===== src/rtl/shift_pkg.sv =====
// Shared types and helpers for the shift/rotate issue stage.
package shift_pkg;

  localparam int DATA_W = 8;

  typedef enum logic [2:0] {
    OP_ROR = 3'd0,
    OP_ROL = 3'd1,
    OP_SRL = 3'd2,
    OP_SLL = 3'd3,
    OP_SRA = 3'd4
  } shift_op_e;

  typedef struct packed {
    shift_op_e         op;
    logic [DATA_W-1:0] a;
    logic [2:0]        n;
  } fifo_entry_t;

  // Ones in the top n bit positions (the bits a right shift vacates).
  function automatic logic [DATA_W-1:0] top_mask(input logic [2:0] n);
    return ~(8'hFF >> n);
  endfunction

  // Ones in the low n bit positions (the bits a left shift vacates).
  function automatic logic [DATA_W-1:0] low_mask(input logic [2:0] n);
    return ~(8'hFF << n);
  endfunction

endpackage


===== src/rtl/shift_issue_stage_if.sv =====
// Request/result handshake bundle of the shift issue stage.
interface shift_issue_stage_if;
  import shift_pkg::*;

  logic              in_valid;
  logic              in_ready;
  logic [2:0]        in_op;
  logic [DATA_W-1:0] in_a;
  logic [2:0]        in_n;
  logic              out_valid;
  logic              out_ready;
  logic [DATA_W-1:0] out_data;
  logic              out_carry;

  modport slave (
    input  in_valid, in_op, in_a, in_n, out_ready,
    output in_ready, out_valid, out_data, out_carry
  );

  modport master (
    output in_valid, in_op, in_a, in_n, out_ready,
    input  in_ready, out_valid, out_data, out_carry
  );
endinterface


===== src/rtl/rot8.sv =====
// Combinational 8-bit rotate-right, three mux2 stages by 4, 2 and 1.
module rot8
  import shift_pkg::*;
(
  input  logic [DATA_W-1:0] a_i,
  input  logic [2:0]        n_i,
  output logic [DATA_W-1:0] y_o
);
  logic [DATA_W-1:0] s4;
  logic [DATA_W-1:0] s2;

  assign s4  = n_i[2] ? {a_i[3:0], a_i[7:4]} : a_i;
  assign s2  = n_i[1] ? {s4[1:0], s4[7:2]}   : s4;
  assign y_o = n_i[0] ? {s2[0], s2[7:1]}     : s2;
endmodule


===== src/rtl/shift_issue_stage.sv =====
// Shift/rotate issue stage: request FIFO, rotator-based shift unit and
// registered result. Optional op counter port enabled by SHIFT_STATS_EN.
module shift_issue_stage
  import shift_pkg::*;
#(
  parameter int DEPTH = 2
) (
  input  logic clk,
  input  logic rst,
  shift_issue_stage_if.slave bus
`ifdef SHIFT_STATS_EN
  ,
  output logic [15:0] op_count
`endif
);
  localparam int PW = (DEPTH > 1) ? $clog2(DEPTH) : 1;
  localparam int CW = PW + 1;

  fifo_entry_t       mem_q [DEPTH];
  logic [PW-1:0]     wr_ptr_q, wr_ptr_d, rd_ptr_q, rd_ptr_d;
  logic [CW-1:0]     count_q, count_d;
  logic              in_ready, push, pop;
  fifo_entry_t       head, wr_entry;
  logic [2:0]        rot_amt;
  logic [DATA_W-1:0] rot_out;
  logic              right_c, left_c;
  logic [DATA_W-1:0] res_data_d;
  logic              res_carry_d;
  logic              out_valid_q;
  logic [DATA_W-1:0] out_data_q;
  logic              out_carry_q;

  // in_ready looks only at the registered count, so a same-cycle pop never raises it.
  assign in_ready = (count_q != CW'(DEPTH));
  assign push     = bus.in_valid & in_ready;
  assign pop      = (count_q != {CW{1'b0}}) & (~out_valid_q | bus.out_ready);
  assign wr_entry = '{op: shift_op_e'(bus.in_op), a: bus.in_a, n: bus.in_n};
  assign head     = mem_q[rd_ptr_q];

  // Bit shifted out last; n=0 shifts nothing out.
  assign right_c = (head.n != 3'd0) ? head.a[head.n - 3'd1] : 1'b0;
  assign left_c  = (head.n != 3'd0) ? head.a[3'd0 - head.n] : 1'b0;

  // Left flavours rotate right by (8-n) mod 8.
  always_comb begin
    rot_amt = head.n;
    case (head.op)
      OP_ROL, OP_SLL: rot_amt = 3'd0 - head.n;
      default:        rot_amt = head.n;
    endcase
  end

  rot8 u_rot8 (
    .a_i (head.a),
    .n_i (rot_amt),
    .y_o (rot_out)
  );

  // Mask/fill the rotated value and pick the carry for the head request.
  always_comb begin
    res_data_d  = head.a;
    res_carry_d = 1'b0;
    case (head.op)
      OP_ROR: begin
        res_data_d  = rot_out;
        res_carry_d = right_c;
      end
      OP_ROL: begin
        res_data_d  = rot_out;
        res_carry_d = left_c;
      end
      OP_SRL: begin
        res_data_d  = rot_out & ~top_mask(head.n);
        res_carry_d = right_c;
      end
      OP_SLL: begin
        res_data_d  = rot_out & ~low_mask(head.n);
        res_carry_d = left_c;
      end
      OP_SRA: begin
        if (head.a[DATA_W-1]) begin
          res_data_d = rot_out | top_mask(head.n);
        end else begin
          res_data_d = rot_out & ~top_mask(head.n);
        end
        res_carry_d = right_c;
      end
      default: begin
        res_data_d  = head.a;
        res_carry_d = 1'b0;
      end
    endcase
  end

  // Next pointers and occupancy; simultaneous push and pop leaves count unchanged.
  always_comb begin
    wr_ptr_d = wr_ptr_q;
    rd_ptr_d = rd_ptr_q;
    count_d  = count_q;
    if (push) begin
      wr_ptr_d = wr_ptr_q + PW'(1);
    end else begin
      wr_ptr_d = wr_ptr_q;
    end
    if (pop) begin
      rd_ptr_d = rd_ptr_q + PW'(1);
    end else begin
      rd_ptr_d = rd_ptr_q;
    end
    case ({push, pop})
      2'b10:   count_d = count_q + CW'(1);
      2'b01:   count_d = count_q - CW'(1);
      default: count_d = count_q;
    endcase
  end

  // FIFO storage; contents are don't-care until written, so no reset.
  always_ff @(posedge clk) begin
    if (push) begin
      mem_q[wr_ptr_q] <= wr_entry;
    end
  end

  // FIFO pointers and occupancy.
  always_ff @(posedge clk) begin
    if (rst) begin
      wr_ptr_q <= {PW{1'b0}};
      rd_ptr_q <= {PW{1'b0}};
      count_q  <= {CW{1'b0}};
    end else begin
      wr_ptr_q <= wr_ptr_d;
      rd_ptr_q <= rd_ptr_d;
      count_q  <= count_d;
    end
  end

  // Result register: load on pop, clear when consumed with nothing behind, else hold.
  always_ff @(posedge clk) begin
    if (rst) begin
      out_valid_q <= 1'b0;
      out_data_q  <= 8'h00;
      out_carry_q <= 1'b0;
    end else if (pop) begin
      out_valid_q <= 1'b1;
      out_data_q  <= res_data_d;
      out_carry_q <= res_carry_d;
    end else if (bus.out_ready) begin
      out_valid_q <= 1'b0;
    end else begin
      out_valid_q <= out_valid_q;
    end
  end

  assign bus.in_ready  = in_ready;
  assign bus.out_valid = out_valid_q;
  assign bus.out_data  = out_data_q;
  assign bus.out_carry = out_carry_q;

`ifdef SHIFT_STATS_EN
  logic [15:0] op_count_q;

  // Count consumed results, wrapping at 16 bits.
  always_ff @(posedge clk) begin
    if (rst) begin
      op_count_q <= 16'h0000;
    end else if (out_valid_q & bus.out_ready) begin
      op_count_q <= op_count_q + 16'd1;
    end else begin
      op_count_q <= op_count_q;
    end
  end

  assign op_count = op_count_q;
`endif

endmodule


===== src/flat_wrapper.sv =====
// flat-port wrapper written by rule: the top's interface ports become plain ports
module shift_issue_stage_flat import shift_pkg::*;
#(
  parameter int DEPTH = 2
)
  (clk, rst, bus_in_valid, bus_in_op, bus_in_a, bus_in_n, bus_out_ready, bus_in_ready, bus_out_valid, bus_out_data, bus_out_carry);
  shift_issue_stage_if bus_i ();
  input  logic clk;
  input  logic rst;
  input wire logic [$bits(bus_i.in_valid)-1:0] bus_in_valid;
  input wire logic [$bits(bus_i.in_op)-1:0] bus_in_op;
  input wire logic [$bits(bus_i.in_a)-1:0] bus_in_a;
  input wire logic [$bits(bus_i.in_n)-1:0] bus_in_n;
  input wire logic [$bits(bus_i.out_ready)-1:0] bus_out_ready;
  output wire logic [$bits(bus_i.in_ready)-1:0] bus_in_ready;
  output wire logic [$bits(bus_i.out_valid)-1:0] bus_out_valid;
  output wire logic [$bits(bus_i.out_data)-1:0] bus_out_data;
  output wire logic [$bits(bus_i.out_carry)-1:0] bus_out_carry;
  assign bus_i.in_valid = bus_in_valid;
  assign bus_i.in_op = bus_in_op;
  assign bus_i.in_a = bus_in_a;
  assign bus_i.in_n = bus_in_n;
  assign bus_i.out_ready = bus_out_ready;
  assign bus_in_ready = bus_i.in_ready;
  assign bus_out_valid = bus_i.out_valid;
  assign bus_out_data = bus_i.out_data;
  assign bus_out_carry = bus_i.out_carry;
  shift_issue_stage #(.DEPTH(DEPTH)) u_core (.clk(clk), .rst(rst), .bus(bus_i));
endmodule

===== config.mk =====
export PLATFORM = sky130hd
export DESIGN_NAME = shift_issue_stage_flat
export DESIGN_NICKNAME = d
export VERILOG_FILES = /design/src/rtl/shift_pkg.sv /design/src/rtl/shift_issue_stage_if.sv /design/src/rtl/rot8.sv /design/src/rtl/shift_issue_stage.sv /design/src/flat_wrapper.sv
export SDC_FILE = /design/constraint.sdc
export NUM_CORES = 1
export LEC_CHECK = 0
export ABC_AREA = 1
export ABC_CLOCK_PERIOD_IN_PS = 4100
export CAP_MARGIN = 15
export CORE_ASPECT_RATIO = 1.75
export CORE_MARGIN = 2
export CORE_UTILIZATION = 60
export CTS_CLUSTER_DIAMETER = 50
export DETAILED_ROUTE_END_ITERATION = 6
export PLACE_DENSITY = 0.84
export SYNTH_ARGS = -nofsm -noshare
export SYNTH_HDL_FRONTEND = slang
export SYNTH_HIERARCHICAL = 1
export SYNTH_SLANG_ARGS = --single-unit

===== constraint.sdc =====
create_clock -name clk -period 4.1 [get_ports clk]
set_input_delay 0.41 -clock clk [delete_from_list [all_inputs] [get_ports clk]]
set_output_delay 0.41 -clock clk [all_outputs]
set_load 0.1 [all_outputs]

==> results.json, run 1 <==
{
  "slowest_stage": "ha_1",
  "cts_setup_buffers": 0,
  "syn_area_um2": 2711,
  "yosys.area.top_type_share": 0.3101,
  "timing.rr.end": "u_core/bus.out_data[2]$_SDFFE_PP0P_",
  "clockBufferDepth": 2,
  "wirelength_mm": 5.821,
  "vias_per_cell": 5.456,
  "cts_hold_buf": 0,
  "syn_nets": 396,
  "final.setup.tns_ns": 0,
  "cts_tree": "yes",
  "fin_skew_ns": 0.009538,
  "synth_cell_types": 26,
  "die_h_um": 92.93,
  "synth_seq_cells": 43,
  "insertion_delay_ns": 0.30,
  "drtPass1Iterations": 5,
  "final_area_um2": 3112,
  "grt_pass1_wl_mm": 9.646,
  "die_area_um2": 5094,
  "period_share": 0.7207,
  "drive_gt1_frac": 0.1012,
  "status": "finished, final reports clean",
  "yosysWarnings": 6,
  "fmax_mhz": 338.4,
  "yosysTopAreaCell": "edfxtp_1",
  "yosys.area_share.adder": 0.01846,
  "wl_per_cell_um": 12.77,
  "start_util": 0.6213,
  "crit_fanout": 24,
  "ys_seq_area_frac": 0.4209,
  "finalSetupViolCount": 0,
  "synth_compound_area_frac": 0.1029,
  "worst_pin_slew_ns": 0.9633,
  "rrSetupSlack_ns": 1.15,
  "dp_cells": 446,
  "grt.overflow.total": 0,
  "synth.area.top_cells": "edfxtp_1, nand2_1, dfxtp_1",
  "slew_headroom": 0.3558,
  "ant_nets": 0,
  "slew_viol_final": 0,
  "die_width_um": 54.82,
  "fp-row-count": 32,
  "cp_data_arrival_time_ns": 3.18,
  "cts.sinks": 43,
  "drc_errors": 0,
  "rsz0062_at_grt": "no",
  "path_clk_slew_ns": 0.08,
  "critPathMaxStageDelay_ns": 0.37,
  "yosys.area_share.simple": 0.3424,
  "ioPinCount": 29,
  "crit_top_cell": "nand2_1",
  "synth_top_family_by_area": "simple AND/OR/NAND/NOR gates",
  "grt.total_usage": 0.2573,
  "vias": 2488,
  "h-tree-depth": 2,
  "syn_to_final_growth_pct": 14.77,
  "crit_end": "u_core/bus.out_data[2]$_SDFFE_PP0P_",
  "insertedDiodeCount": 0,
  "synth.avg_cell_area_um2": 7.250,
  "port_buffers": 28,
  "hold_viol": 0,
  "grt_pass1_vias": 2310,
  "stdcell_count": 456,
  "dp_hpwl_mm": 4.491,
  "placed_area_um2": 2984,
  "nets": 426,
  "cts.repair.resized": 0,
  "antenna_found_initial": 0,
  "endpoint_kind": "flip-flop",
  "crit_path_start_kind": "flip-flop",
  "r2r.worst_path.cells": 18,
  "grt_max_degree": 25,
  "synthXorXnorAreaFrac": 0,
  "synthMuxAreaShare": 0,
  "drt_iter0_drc": 84,
  "hp-class": "reg -> reg",
  "finalWeightedCongestion": 0.9166,
  "cp.required_ns": 4.33,
  "cts_buffers": 5,
  "period_minus_slack_ns": 2.955,
  "cp_cell_sequence": "buf_4 -> inv_2 -> nand2_1 -> nand2_2 -> inv_1 -> ha_1 -> inv_1 -> o21ai_0 -> buf_4 -> inv_2 -> nand3_1 -> nand3_1 -> nand2_1 -> a21boi_1 -> o21ai_0 -> nand2_1 -> nand2_1 -> a21oi_1",
  "final_core_util": 0.7130,
  "core_um2": 4364,
  "worstSetupPathType": "reg -> reg",
  "synthCells": 374,
  "cts_root_buf": "clkbuf_8",
  "cap_violations": 0
}
-- registers in the layout, indices dropped and copies added, names as in the netlist, named ones only --
name and cells:
u_core/bus.out_valid 1, u_core/count_q 2, u_core/rd_ptr_q 1, u_core/bus.out_data 8
u_core/bus.out_carry 1, u_core/mem_q 28, u_core/wr_ptr_q 1
-- per-layer routing --
layer  part of all wire  vias to the layer above  track usage
li1                   -                     1261            -
met3              0.046                       22      0.05000
met5                  0                        -            0
met4              0.050                        0       0.1646
met1               0.37                     1116       0.2629
met2               0.53                       89       0.4435
-- stage by stage --
stage | hold WS (ns) | setup WS (ns)
after floorplan | 0.4257 | 1.681
after CTS | 0.4560 | 1.188
after detailed placement | 0.4436 | 1.206
after global routing | 0.4874 | 0.8082
final | 0.4555 | 1.145
after global placement | 0.4358 | 1.248
-- final cells by class --
cell class | count | area (um2)
inverters | 55 | 219.0
clock inverters | 3 | 43.79
flip-flops and latches | 43 | 1141
clock buffers | 5 | 68.82
multi-input cells | 266 | 1257
fillers | 367 | 1252
well taps | 51 | 63.81
repair buffers | 33 | 317.8
-- kinds of logic (layout without fill, tap and decap cells) --
group	count (synthesis)	after routing
AND/OR/NAND/NOR	211	211
buffers and inverters	65	96
adder cells (fa/ha/maj)	4	4
flip-flops	43	43
AO/OA/AOI/OAI	51	51
-- how the worst min path moves through the flow --
stage / start / end / cells after the start
floorplan: u_core/rd_ptr_q$_SDFFE_PP0P_ / flip-flop / 1
global placement: u_core/rd_ptr_q$_SDFFE_PP0P_ / u_core/rd_ptr_q$_SDFFE_PP0P_ / 1
detailed placement: u_core/rd_ptr_q$_SDFFE_PP0P_ / u_core/rd_ptr_q$_SDFFE_PP0P_ / 1
CTS: u_core/rd_ptr_q$_SDFFE_PP0P_ / u_core/rd_ptr_q$_SDFFE_PP0P_ / 1
global route: u_core/rd_ptr_q$_SDFFE_PP0P_ / u_core/rd_ptr_q$_SDFFE_PP0P_ / 1
finish: u_core/rd_ptr_q$_SDFFE_PP0P_ / u_core/rd_ptr_q$_SDFFE_PP0P_ / 1
-- layout by cell type, fill, tap and decap left out, drive strengths merged, types with 5 or more instances in the layout --
cell	Yosys	final
buf	8	5
a21oi	15	15
edfxtp	28	28
clkdlybuf4s50	0	28
nor2	14	14
nand3	46	46
clkbuf	2	5
inv	54	54
dfxtp	15	15
nand2	150	150
o21ai	29	29
-- Yosys cell counts, drive strengths merged --
| library cell | number |
|---|---|
| nand2 | 150 |
| inv | 54 |
| nand3 | 46 |
| o21ai | 29 |
| edfxtp | 28 |
| a21oi | 15 |
| dfxtp | 15 |
| nor2 | 14 |
| buf | 8 |
| a31oi | 4 |
| ha | 4 |
| clkbuf | 2 |
| o211ai | 2 |
| a21boi | 1 |
| clkinv | 1 |
| nor3 | 1 |
-- critical path: cells and delay by family, from the launching register on --
kind,cells,cell delay (ns)
AOI/OAI and AO/OA,4,0.50
adders and majority gates,1,0.37
buffers and inverters,6,1.00
DFF,1,0.30
and+or+nand+nor,7,0.70
Power of run 1 is left out: the tool's default activity adds up to more than one toggle a clock period on the data nets, which glitch-free logic cannot reach.
==> inputs of run 2 (changes only) <==
- ABC_CLOCK_PERIOD_IN_PS: 4100 -> 2900
- CORE_UTILIZATION: 60 -> 57
- PLACE_DENSITY: 0.84 -> 0.8
- clock period: 4.1 -> 2.9 ns (I/O delays scaled with it)
==> run 2 against run 1 <==
Clock skew fell by 0.0023 ns. Setup slack got worse by 0.83 ns. Register-to-register slack got worse by 0.83 ns. Sequential share of layout area fell by 0.23 points. Routed wire length fell by 1.0%. Via count fell by 1.0%. Critical path type unchanged. Largest cell class unchanged.
==> results.json, run 2 (synthesis gave the netlist of run 1 again) <==
{
  "layout_common_cells": "nand2_1, inv_1, nand3_1",
  "cp.required_ns": 3.13,
  "grt_pass1_wl_mm": 9.204,
  "cts.repair.resized": 0,
  "multiInputGateArea_um2": 1257,
  "finalSetupViolCount": 0,
  "seq_area_um2": 1141,
  "largest_reg_flops": 28,
  "slew_headroom": 0.7342,
  "num-fill-cells": 393,
  "ioPinCount": 29,
  "period_share": 0.8920,
  "die_width_um": 56.14,
  "cap_violations": 0,
  "path_depth": 17,
  "drive_gt1_frac": 0.1390,
  "vias_per_cell": 5.329,
  "slowest_stage": "dfxtp_1",
  "clockBufferDepth": 2,
  "crit_family": "buffers and inverters",
  "drt_iter0_drc": 90,
  "cp_cell_sequence": "buf_4 -> nand2_1 -> nand2_2 -> inv_1 -> ha_1 -> inv_1 -> o21ai_0 -> buf_4 -> inv_2 -> nand3_1 -> nand3_1 -> nand2_1 -> a21boi_1 -> o21ai_0 -> nand2_1 -> nand2_1 -> a21oi_1",
  "status": "finished, final reports clean",
  "critPathMaxStageDelay_ns": 0.39,
  "endpoint_kind": "flip-flop",
  "cp_data_arrival_time_ns": 2.82,
  "cts_tree": "yes",
  "grt_pass1_vias": 2106,
  "fin_skew_ns": 0.007213,
  "rsz0062_at_grt": "no",
  "insertion_delay_ns": 0.30,
  "antenna_found_initial": 0,
  "wl_per_cell_um": 12.47,
  "die_area_um2": 5346,
  "fp-row-count": 33,
  "wirelength_mm": 5.761,
  "largest-register": "u_core/mem_q",
  "crit_top_cell": "nand2_1",
  "crit_fanout": 15,
  "fmax_mhz": 386.6,
  "cts.sinks": 43,
  "crit_path_start_kind": "flip-flop",
  "cts_setup_buffers": 0,
  "hp-class": "reg -> reg",
  "grt.overflow.total": 0,
  "worstSetupPathType": "reg -> reg",
  "dp_hpwl_mm": 4.494,
  "syn_to_final_growth_pct": 15.51,
  "final.setup.tns_ns": 0,
  "start_util": 0.5863,
  "grt_max_degree": 20,
  "crit_buf_inv": 5,
  "core_um2": 4624,
  "worst_pin_slew_ns": 0.3961,
  "min_path_cells": 1,
  "r2r.worst_path.cells": 17,
  "cts_hold_buf": 0,
  "h-tree-depth": 2,
  "path_clk_slew_ns": 0.08,
  "cts_root_buf": "clkbuf_8",
  "final_common_cell": "nand2_1",
  "port_buffers": 28,
  "die_h_um": 95.24,
  "drtPass1Iterations": 4,
  "insertedDiodeCount": 0,
  "period_minus_slack_ns": 2.587,
  "finalWeightedCongestion": 1.008,
  "hold_viol": 0,
  "nets": 431,
  "slew_viol_final": 0,
  "drc_errors": 0,
  "vias": 2462,
  "holdWs_ns": 0.4521,
  "grt.total_usage": 0.2231,
  "cts_buffers": 5,
  "ant_nets": 0
}
-- run 2: cell count changes in the layout (fill, tap and decap cells not counted), sizes merged --
| cell | before | now |
|---|---|---|
| clkdlybuf4s50 | 28 | 17 |
| clkinvlp | 1 | 0 |
| inv | 54 | 55 |
| clkbuf | 5 | 6 |
| buf | 5 | 21 |
| clkinv | 2 | 1 |
-- run 2: path summary, 6_finish.rpt --
kind	startpoint	slack, ns	to
worst max register to register	flip-flop	0.31	u_core/bus.out_data[2]$_SDFFE_PP0P_
worst max-delay path	flip-flop	0.31	u_core/bus.out_data[2]$_SDFFE_PP0P_
worst min register to register	u_core/rd_ptr_q$_SDFFE_PP0P_	0.45	u_core/rd_ptr_q$_SDFFE_PP0P_
worst min-delay path	u_core/rd_ptr_q$_SDFFE_PP0P_	0.45	u_core/rd_ptr_q$_SDFFE_PP0P_
-- run 2: layer usage --
metal / vias to the layer above / global-route usage / part of all wire
li1: 1274 / - / -
met5: - / 0 / 0
met2: 72 / 0.4216 / 0.53
met1: 1096 / 0.2287 / 0.38
met4: 0 / 0.1329 / 0.046
met3: 20 / 0.03121 / 0.039
-- run 2: worst register-to-register path, cell delays in order, from the launching register on --
cell and delay [ns]:
dfxtp_1 0.39, buf_4 0.21, nand2_1 0.08, nand2_2 0.13
inv_1 0.08, ha_1 0.35, inv_1 0.11, o21ai_0 0.18
buf_4 0.21, inv_2 0.09, nand3_1 0.11, nand3_1 0.08
nand2_1 0.07, a21boi_1 0.13, o21ai_0 0.09, nand2_1 0.07
nand2_1 0.04, a21oi_1 0.10
-- run 2: cell type report --
| cell class | count | share of cell area |
|---|---|---|
| Timing Repair Buffer | 38 | 0.1047 |
| Tap cell | 52 | 0.02078 |
| Sequential cell | 43 | 0.3644 |
| Clock buffer | 6 | 0.02637 |
| Multi-Input combinational cell | 266 | 0.4015 |
| Inverter | 55 | 0.06992 |
| Clock inverter | 2 | 0.01239 |
-- run 2: stage by stage --
step / area, um2 / cells / util / setup WS (ns)
finish: 3132 / 462 / 0.6772 / 0.3133
global route: 3132 / 462 / 0.6772 / 0.01832
CTS: 3132 / 462 / 0.6772 / 0.3113
detailed placement: 3010 / 454 / 0.6510 / 0.3320
global placement: 3010 / 454 / 0.6510 / 0.4320
floorplan: 2711 / 374 / - / 0.4810
Power of run 2 is left out for the same reason.
==> inputs of run 3 (changes only) <==
- ABC_AREA: 1 -> not set
- ABC_CLOCK_PERIOD_IN_PS: 2900 -> 2760
- clock period: 2.9 -> 2.76 ns (I/O delays scaled with it)
==> run 3 against run 2 <==
Synthesized area rose by 0.83%. Non-clock buffer count rose by 13. Critical path type unchanged. Sequential cell count did not move. Setup slack got worse by 0.21 ns.
==> results.json, run 3 <==
{
  "grt.total_usage": 0.2306,
  "drc_errors": 0,
  "wl_per_cell_um": 18.07,
  "grt_pass1_wl_mm": 9.356,
  "path_clk_slew_ns": 0.09,
  "largest-register": "u_core/mem_q",
  "fp-row-count": 33,
  "synth.avg_cell_area_um2": 11.73,
  "h-tree-depth": 2,
  "async_flop_share": 0,
  "period_share": 0.9625,
  "layout_common_cells": "buf_4, edfxtp_1, a21oi_1",
  "cts.sinks": 43,
  "die_h_um": 95.62,
  "fmax_mhz": 376.4,
  "final_area_um2": 3239,
  "antenna_found_initial": 0,
  "power_density_nw_per_um2": 1258,
  "cp_data_arrival_time_ns": 2.84,
  "cts_tree": "yes",
  "synth.area.top_cells": "edfxtp_1, dfxtp_1, mux4_1",
  "largest_reg_flops": 28,
  "worstSetupPathType": "reg -> reg",
  "synth_seq_cells": 43,
  "endpoint_kind": "flip-flop",
  "yosys.area.top_type_share": 0.3076,
  "syn_nets": 255,
  "finalSetupViolCount": 0,
  "clockPowerShare": 0.104,
  "clockBufferDepth": 2,
  "synth_cell_types": 52,
  "slew_headroom": 0.3900,
  "swShare": 0.4718,
  "slew_viol_final": 0,
  "holdWs_ns": 0.4555,
  "insertion_delay_ns": 0.30,
  "vias_per_cell": 6.203,
  "yosys_most_used_dff": "edfxtp_1",
  "power_frac_comb": 0.655,
  "grt_max_degree": 18,
  "r2r.worst_path.cells": 9,
  "yosysWarnings": 6,
  "ir_worst_vdd_mv": 0.8548,
  "finalWeightedCongestion": 0.8935,
  "fin_skew_ns": 0.01129,
  "synthCells": 233,
  "port_buffers": 28,
  "final_common_cell": "buf_4",
  "start_util": 0.5859,
  "ys_seq_area_frac": 0.4174,
  "status": "finished, final reports clean",
  "synthTopCellsByCount": "edfxtp_1, a21oi_1, dfxtp_1",
  "crit_fanout": 5,
  "cts_buffers": 5,
  "drt_iter0_drc": 42,
  "leakagePower_nw": 1.229,
  "yosysTopAreaCell": "edfxtp_1",
  "core_um2": 4666,
  "grt.overflow.total": 0,
  "p_sw_mw": 1.923,
  "crit_path_start_kind": "flip-flop",
  "drtPass1Iterations": 4,
  "sequentialPowerShare": 0.241,
  "cp.required_ns": 2.94,
  "insertedDiodeCount": 0,
  "worst_pin_slew_ns": 0.9150,
  "syn_area_um2": 2734,
  "synth_most_common_cell": "edfxtp_1",
  "hold_viol": 0,
  "die_width_um": 56.35,
  "placed_area_um2": 3082,
  "ant_nets": 0,
  "drive_gt1_frac": 0.2842,
  "dp_hpwl_mm": 4.592,
  "cap_violations": 0,
  "cts_hold_buf": 0,
  "ioPinCount": 29,
  "min_path_cells": 2,
  "nets": 299,
  "die_area_um2": 5388,
  "hp-class": "reg -> reg",
  "grt_pass1_vias": 1931,
  "cts_root_buf": "clkbuf_8",
  "wirelength_mm": 5.964,
  "synth_edf_count": 28,
  "syn_to_final_growth_pct": 18.49,
  "p_int_mw": 2.153,
  "vias": 2047,
  "period_minus_slack_ns": 2.657
}
run 3: layout make-up:
class,count,area [um2]
Clock buffer,6,82.58
Clock inverter,2,16.27
Fill cell,343,1426
Inverter,10,37.54
Multi-Input combinational cell,166,1460
Sequential cell,43,1145
Tap cell,52,65.06
Timing Repair Buffer,51,432.9
run 3: metal layers:
layer	part of all wire	track usage	wire length (um)	vias to the layer above
li1	-	-	-	988
met3	0.039	0.03664	230	26
met5	0	0	0	-
met4	0.056	0.1508	332	0
met1	0.36	0.2360	2119	965
met2	0.55	0.4265	3281	68
run 3: path summary, 6_finish.rpt:
path                                       start                                   to  slack (ns)
max                                    flip-flop  u_core/bus.out_data[1]$_SDFFE_PP0P_        0.10
min          u_core/bus.out_data[0]$_SDFFE_PP0P_  u_core/bus.out_data[0]$_SDFFE_PP0P_        0.46
max reg2reg                            flip-flop  u_core/bus.out_data[1]$_SDFFE_PP0P_        0.10
min reg2reg  u_core/bus.out_data[0]$_SDFFE_PP0P_  u_core/bus.out_data[0]$_SDFFE_PP0P_        0.46
run 3: per-stage QoR:
stage	TNS (ns)	power, mW	worst slack, ns	instances	utilization
floorplan	0	3.044	0.002844	233	-
global route	-0.0004947	4.295	-0.0004947	330	0.6943
CTS	0	3.992	0.04655	327	0.6817
finish	0	4.076	0.1034	330	0.6943
detailed placement	0	3.559	0.06767	319	0.6605
global placement	0	3.511	0.1486	319	0.6605
run 3: logic make-up after synthesis:
family                   count (synthesis)  synth area share
AO/OA/AOI/OAI                           58            0.1433
XOR/XNOR                                 6           0.01922
adder cells (fa/ha/maj)                  4           0.01831
buffers and inverters                   24           0.05538
flip-flops                              43            0.4174
multiplexers                            45            0.2462
AND/OR/NAND/NOR                         53            0.1002
run 3: what timing repair did:
item / CTS / global route
gates resized for setup: 0 / 8
buffers inserted: 0 / 3
endpoints found under the setup margin: 0 / 4
run 3: power by group through the flow:
| stage | clock network [mW] | logic (mW) | registers, mW |
|---|---|---|---|
| global placement | 0 | 2.53 | 0.986 |
| finish | 0.425 | 2.67 | 0.981 |
| global route | 0.458 | 2.84 | 1.00 |
| detailed placement | 0 | 2.57 | 0.994 |
| CTS | 0.436 | 2.58 | 0.979 |
| floorplan | 0 | 1.64 | 1.40 |
run 3: worst max-delay path: stages (launching register included):
cell and delay [ns]:
dfxtp_4 0.39, or3b_4 0.40, and2_4 0.17, o21ai_1 0.11, buf_4 0.16, mux4_2 0.51, mux2_2 0.28, a21boi_0 0.13
a221oi_1 0.31, nor3_1 0.07
No activity file was read; power rests on OpenSTA's default activity.
